<file path="src/rtl/pipe_reg.sv">
// pipe_reg -- elastic pipeline register with valid/ready handshake on both ends.
//
// A chain of DEPTH stages, each holding a valid bit and a WL-bit data word.
// Stage 0 faces the input port, stage DEPTH-1 drives the output port.
// Backpressure ripples combinationally from out_ready toward in_ready. Empty
// stages never block, so bubbles are squeezed out even while the output is
// stalled. flush drops every in-flight beat without touching the data
// registers. rst clears everything.
//
// Ports:
//   clk        posedge clock
//   rst        synchronous active-high reset (clears valid and data)
//   flush      synchronous clear of all valid bits
//   in_valid   upstream beat present
//   in_data    upstream beat, WL bits
//   in_ready   pipe accepts the beat this cycle
//   out_valid  stage DEPTH-1 holds a beat
//   out_data   data held in stage DEPTH-1
//   out_ready  downstream accepts this cycle
//   count      number of valid stages, 0..DEPTH

// One pipeline stage: EMPTY <-> FULL, driven by its ready term and the
// upstream valid bit.
//
// Ports:
//   clk, rst, flush  as in pipe_reg
//   ready            this stage may load from upstream this cycle
//   up_valid         valid bit of the upstream neighbour (or in_valid)
//   up_data          data of the upstream neighbour (or in_data)
//   valid            this stage's valid register
//   data             this stage's data register
module pipe_reg_stage #(
    parameter int WL = 16
) (
    input  logic          clk,
    input  logic          rst,
    input  logic          flush,
    input  logic          ready,
    input  logic          up_valid,
    input  logic [WL-1:0] up_data,
    output logic          valid,
    output logic [WL-1:0] data
);

    always_ff @(posedge clk) begin
        if (rst) begin
            valid <= 1'b0;
            data  <= '0;
        end else begin
            // flush only kills the valid bits; the data words are left alone
            if (flush)
                valid <= 1'b0;
            else if (ready)
                valid <= up_valid;

            // Load data only when a real beat arrives, so an empty upstream
            // does not overwrite what this stage is holding.
            if (!flush && ready && up_valid)
                data <= up_data;
        end
    end

endmodule

module pipe_reg #(
    parameter int WL    = 16,
    parameter int DEPTH = 4,
    parameter int CW    = $clog2(DEPTH + 1)
) (
    input  logic          clk,
    input  logic          rst,
    input  logic          flush,
    input  logic          in_valid,
    input  logic [WL-1:0] in_data,
    output logic          in_ready,
    output logic          out_valid,
    output logic [WL-1:0] out_data,
    input  logic          out_ready,
    output logic [CW-1:0] count
);

    logic [DEPTH-1:0]         v;
    logic [DEPTH-1:0][WL-1:0] d;
    logic [DEPTH:0]           rdy;

    // Ready chain: a stage can load if it is empty or its successor can load.
    // Computed in one block so the ripple from out_ready is a single
    // combinational path of up to DEPTH gates with no skid register.
    always_comb begin
        rdy        = '0;
        rdy[DEPTH] = out_ready;
        for (int k = DEPTH - 1; k >= 0; k--)
            rdy[k] = ~v[k] | rdy[k+1];
    end

    for (genvar k = 0; k < DEPTH; k++) begin : g_stage
        logic          up_v;
        logic [WL-1:0] up_d;

        if (k == 0) begin : g_head
            assign up_v = in_valid;
            assign up_d = in_data;
        end else begin : g_body
            assign up_v = v[k-1];
            assign up_d = d[k-1];
        end

        pipe_reg_stage #(.WL(WL)) u_stage (
            .clk      (clk),
            .rst      (rst),
            .flush    (flush),
            .ready    (rdy[k]),
            .up_valid (up_v),
            .up_data  (up_d),
            .valid    (v[k]),
            .data     (d[k])
        );
    end

    assign in_ready  = rdy[0] & ~rst;
    assign out_valid = v[DEPTH-1];
    assign out_data  = d[DEPTH-1];

    // Occupancy is a popcount of the valid registers only, so it never
    // depends combinationally on the handshake inputs.
    always_comb begin
        count = '0;
        for (int k = 0; k < DEPTH; k++)
            count = count + CW'(v[k]);
    end

endmodule

</file>
<file path="config.mk">
export PLATFORM = sky130hd
export DESIGN_NAME = pipe_reg
export DESIGN_NICKNAME = d
export VERILOG_FILES = /design/src/rtl/pipe_reg.sv
export SDC_FILE = /design/constraint.sdc
export NUM_CORES = 1
export LEC_CHECK = 0
export ABC_AREA = 1
export BUFFER_PORTS_ARGS = -buffer_cell sky130_fd_sc_hd__buf_2
export CORE_MARGIN = 10
export CORE_UTILIZATION = 45
export DETAILED_ROUTE_END_ITERATION = 6
export GPL_TIMING_DRIVEN = 1
export PLACE_DENSITY = 0.65
export SYNTH_ARGS = -nofsm -noshare
export SYNTH_HDL_FRONTEND = slang
export SYNTH_HIERARCHICAL = 1
export SYNTH_SLANG_ARGS = --single-unit
</file>
<file path="constraint.sdc">
create_clock -name clk -period 3.2 [get_ports clk]
set_input_delay 0 -clock clk [delete_from_list [all_inputs] [get_ports clk]]
set_output_delay 0 -clock clk [all_outputs]
set_load 0.02 [all_outputs]
</file>
Word level (Yosys, flattened, before mapping)

Cells that the tools add are included.

Register bits: 68
Bits of input ports: 21
Logic and storage cells: 31
Output and inout bits: 21

Bitwise gates (word level): 10
$add $sub $neg: 3
Reduce and logical (&&, ||, !) cells: 10

Operators by type and width:

| kind                | number |
|---|---|
| $logic_and A1 B1 Y1 | 8 |
| $not A1 Y1          | 5 |
| $or A1 B1 Y1        | 4 |
| $add A2 B1 Y3       | 1 |
| $add A3 B1 Y3       | 1 |
| $add A1 B1 Y2       | 1 |
| $reduce_or A2 Y1    | 1 |
| $and A1 B1 Y1       | 1 |
| $logic_not A1 Y1    | 1 |

Longest topological paths before layout

Depth after elaboration: 7
Depth in mapped cells: 9
Depth with buffers taken out: 8

Hierarchy

The synthesis kept the hierarchy.

By module, submodules not included:

| module         | cells each | times used | area an instance (sq um) |
|---|---|---|---|
| pipe_reg_stage | 109        | 4          | 710.7 |
| pipe_reg       | 16         | 1          | 105.1 |

Least setup slack after synthesis

No wires, ideal clock.

Path kind: flip-flop to output port
From: reg g_stage[3].u_stage.valid
To: out count[1]
Slack: 1,516 ps
Arrival: 1,684 ps
Cell stages (with the launch flop): 6
Path through: dfxtp_1 -> inv_1 -> fa_1 -> inv_1 -> ha_1 -> ha_1

Cells in the longest elaborated chain, start to end: 1

RTL lines:

| element                  | line | RTL |
|---|---|---|
| start: declaration       | 41   | `output logic valid,` |
| start signal: assignment | 54   | `valid <= up_valid;` |
| $add A3 B1 Y3            | 129  | `count = count + CW'(v[k]);` |
| end: declaration         | 79   | `output logic [CW-1:0] count` |

Every way passes these cells.

Worst setup path after layout

From: reg g_stage[2].u_stage.valid
To: out count[1]

Cells in the longest elaborated chain, start to end: 2

RTL lines:

| element                  | line |
|---|---|
| start: declaration       | 41 |
| start signal: assignment | 54 |
| $add A2 B1 Y3            | 129 |
| $add A3 B1 Y3            | 129 |

Every way passes these cells.

==> parameters.txt <==
Parameter                              Value

Synth
  #FFs+latches synth    between 60 and 70
  Unique masters post-synth    13
  Combined area of all synthesized cells    2950 sq um
  Cells after Synth    452
  Number of nets produced by synthesis    476
  Proportion of synthesized chip area in sequential cells    a little under half
  Average instance area after synthesis    between 6 and 7 sq um
  Yosys Warn Count    6

Setup path
  Kind of end point of the critical path    output port
  Slack of the worst reg-to-reg path    1.52 ns
  Beginning of the critical path    g_stage[2].u_stage/valid
  Data arrival time of the critical path    2.00 ns
  Required time at the endpoint of the critical path    3.20 ns
  CP startpoint kind    flip-flop
  Maximum fanout along the worst path    6
  Worst Path Class, Setup    flip-flop to output port
  Worst flop-to-flop path startpoint    g_stage[1].u_stage/valid

Power and ir drop
  Post-route total power    1.70 mW
  Pwr Density    484 nW/um^2
  Worst ir drop on vdd    317 uV
  Static Leakage    2.10 nW

Die
  Die width    a little over 100 um
  Top-Level Pins    42
  Area of the core    6350 sq um
  Die ar.    10200 sq um
  Placement row count    29
  Die Height    101 um
  Starting Density    46.4%

Drt
  Count of routing violations after the opening detailed-route iteration    115
  Overall via count from detail_route    ~2.4k
  Vias/cell    ~4.0
  DRC errors left    0
  DRT Wirelength    between 5000 and 6000 um
  Routed wire length per instance    9.31 um
  Number of detailed-routing iterations run before antenna repair    4
  Antenna-violating nets left    0

Clocking
  Number of sinks handled by clock tree synthesis    68
  Cts bufs inserted    9
  TritonCTS clock tree    yes
  Count of instances resized after the clock tree is built    0
  Clock Tree Buf Depth    2
  Clock edge transition at the registers on the reported setup and hold paths    about 0.070 ns
  Clock latency at the later pin of the worst-skew pair    0.33 ns
  Depth of the CTS H-tree    3
  Clock Root Buffer    sky130_fd_sc_hd__clkbuf_8

Global route
  Vias in the first global route    between 2k and 2.5k
  Antenna violations before repair    0
  GR met3 Demand/Resource    between 5 and 6%
  Largest net degree at the start of global routing    33
  Met2 Track Usage GR    17.4%
  First-pass GRT wire length    9870 um
  Total gr overflow    0
  Total global routing track utilization    between 10% and 20%
  GRT Max-Usage Layer    met2
  Met1 GRT Util    between 10 and 15%

Placement
  Placed Cells incl. Taps    554
  Count of port buffers added during placement    41
  Post-detail-place hpwl    approximately 3400 um
  Placement-stage worst setup slack    ~1.6 ns
  DP Area    roughly 3100 sq um
  Final weighted congestion in routability-driven placement    0.812

STA
  Clock period minus final worst setup slack    2.00 ns
  Slew at the pin closest to its max-slew limit    roughly 0.62 ns
  Post-Route Hold Slack    ~0.086 ns
  Top achievable clock speed    501 MHz
  Minimum setup slack in the final design    1.20 ns
  Total count of hold-check failures in the final report    0
  Worst slew margin relative to its limit    58.4%
  RSZ-0062 raised after global routing    false
  Final critical-path share of the clock period    62.4%
  Number of endpoints failing setup at the final stage    0
  Total negative slack for setup checks    0 ns
  Pins over their slew limit    0
  Worst clock skew on the final layout    roughly 0.0054 ns

Hold path
  Worst Min Path Start    out_ready
  Worst Hold Class    input port to flip-flop

Layout
  Filler Cell Count    676
  Share of cells above drive strength 1    between 10 and 15%
  Final design area excluding fillers    3510 sq um
  Final net count    ~530
  Area Growth Syn to Fin    18.9%
  Filler-free cell count of the finished design    about 600
  Util after Layout    55.2%
  Diode count    0

Flow run
  Total of max-cap violations    0

Status
  Outcome    complete, no violations
-- worst paths after layout --
path,to,depth (start not counted)
hold / removal,g_stage[3].u_stage/valid,6
setup reg to reg,g_stage[0].u_stage/valid,7
setup / recovery,count[1],6
hold reg to reg,g_stage[3].u_stage/data[11],2
-- layout by cell type (no fill, tap or decap), types with 2 or more instances in the layout --
| cell | netlist | layout |
|---|---|---|
| sky130_fd_sc_hd__a21oi_1 | 4 | 4 |
| sky130_fd_sc_hd__buf_2 | 8 | 41 |
| sky130_fd_sc_hd__clkbuf_1 | 0 | 4 |
| sky130_fd_sc_hd__clkbuf_8 | 0 | 11 |
| sky130_fd_sc_hd__clkinv_1 | 4 | 4 |
| sky130_fd_sc_hd__dfxtp_1 | 68 | 68 |
| sky130_fd_sc_hd__dlygate4sd3_1 | 0 | 19 |
| sky130_fd_sc_hd__ha_1 | 2 | 2 |
| sky130_fd_sc_hd__inv_1 | 80 | 80 |
| sky130_fd_sc_hd__nand2_1 | 141 | 141 |
| sky130_fd_sc_hd__nand3_2 | 4 | 4 |
| sky130_fd_sc_hd__nor2_1 | 130 | 130 |
-- Yosys cell counts (all sizes together) --
cell type | instances | area (sq um)
dfxtp | 68 | 1360
ha | 2 | 25.0
buf | 16 | 130
clkinv | 4 | 15.0
fa | 1 | 20.0
inv | 80 | 300
nand4 | 1 | 12.5
a21oi | 4 | 20.0
nor2 | 131 | 494
nand3 | 4 | 40.0
nand2 | 141 | 529
-- state kept, by name, indices dropped and copies added, names as in the netlist --
| signal | cells |
|---|---|
| g_stage.u_stage/valid | 4 |
| g_stage.u_stage/data | 64 |
-- per-layer routing --
layer	routed length (um)	vias up
met5	0	-
met4	78	0
met3	301	6
met2	2100	38
met1	3000	928
li1	-	1390
-- layout make-up --
class | count | area (sq um) | share of cell area, %
Tap cell | 77 | 96.3 | 2.75
Sequential cell | 68 | 1360 | 38.8
Inverter | 84 | 315 | 8.99
Clock inverter | 1 | 30.0 | 0.857
Timing Repair Buffer | 60 | 395 | 11.3
Clock buffer | 15 | 166 | 4.75
Multi-Input combinational cell | 284 | 1140 | 32.5
-- cells by family after synthesis --
family	count (synthesis)	share of synthesized area [%]
AND/OR/NAND/NOR	277	36.5
adder cells (fa/ha/maj)	3	1.53
buffers and inverters	100	15.1
AO/OA/AOI/OAI	4	0.679
flip-flops	68	46.2
-- worst max-delay path, cell delays in order, from the launching register on --
cell                      delay [ns]
sky130_fd_sc_hd__dfxtp_1        0.44
sky130_fd_sc_hd__inv_1          0.09
sky130_fd_sc_hd__fa_1           0.48
sky130_fd_sc_hd__inv_1          0.04
sky130_fd_sc_hd__ha_1           0.17
sky130_fd_sc_hd__ha_1           0.27
sky130_fd_sc_hd__buf_2          0.16
-- power by group --
part | internal, mW | switching [mW]
Combinational | 0.0496 | 0.0651
Clock | 0.404 | 0.292
Sequential | 0.872 | 0.0136
-- timing repair --
action	in CTS	in global routing
hold buffers	19	0
buffers inserted	0	0
endpoints found under the hold margin	20	0
Power figures use the tool's default switching activity.
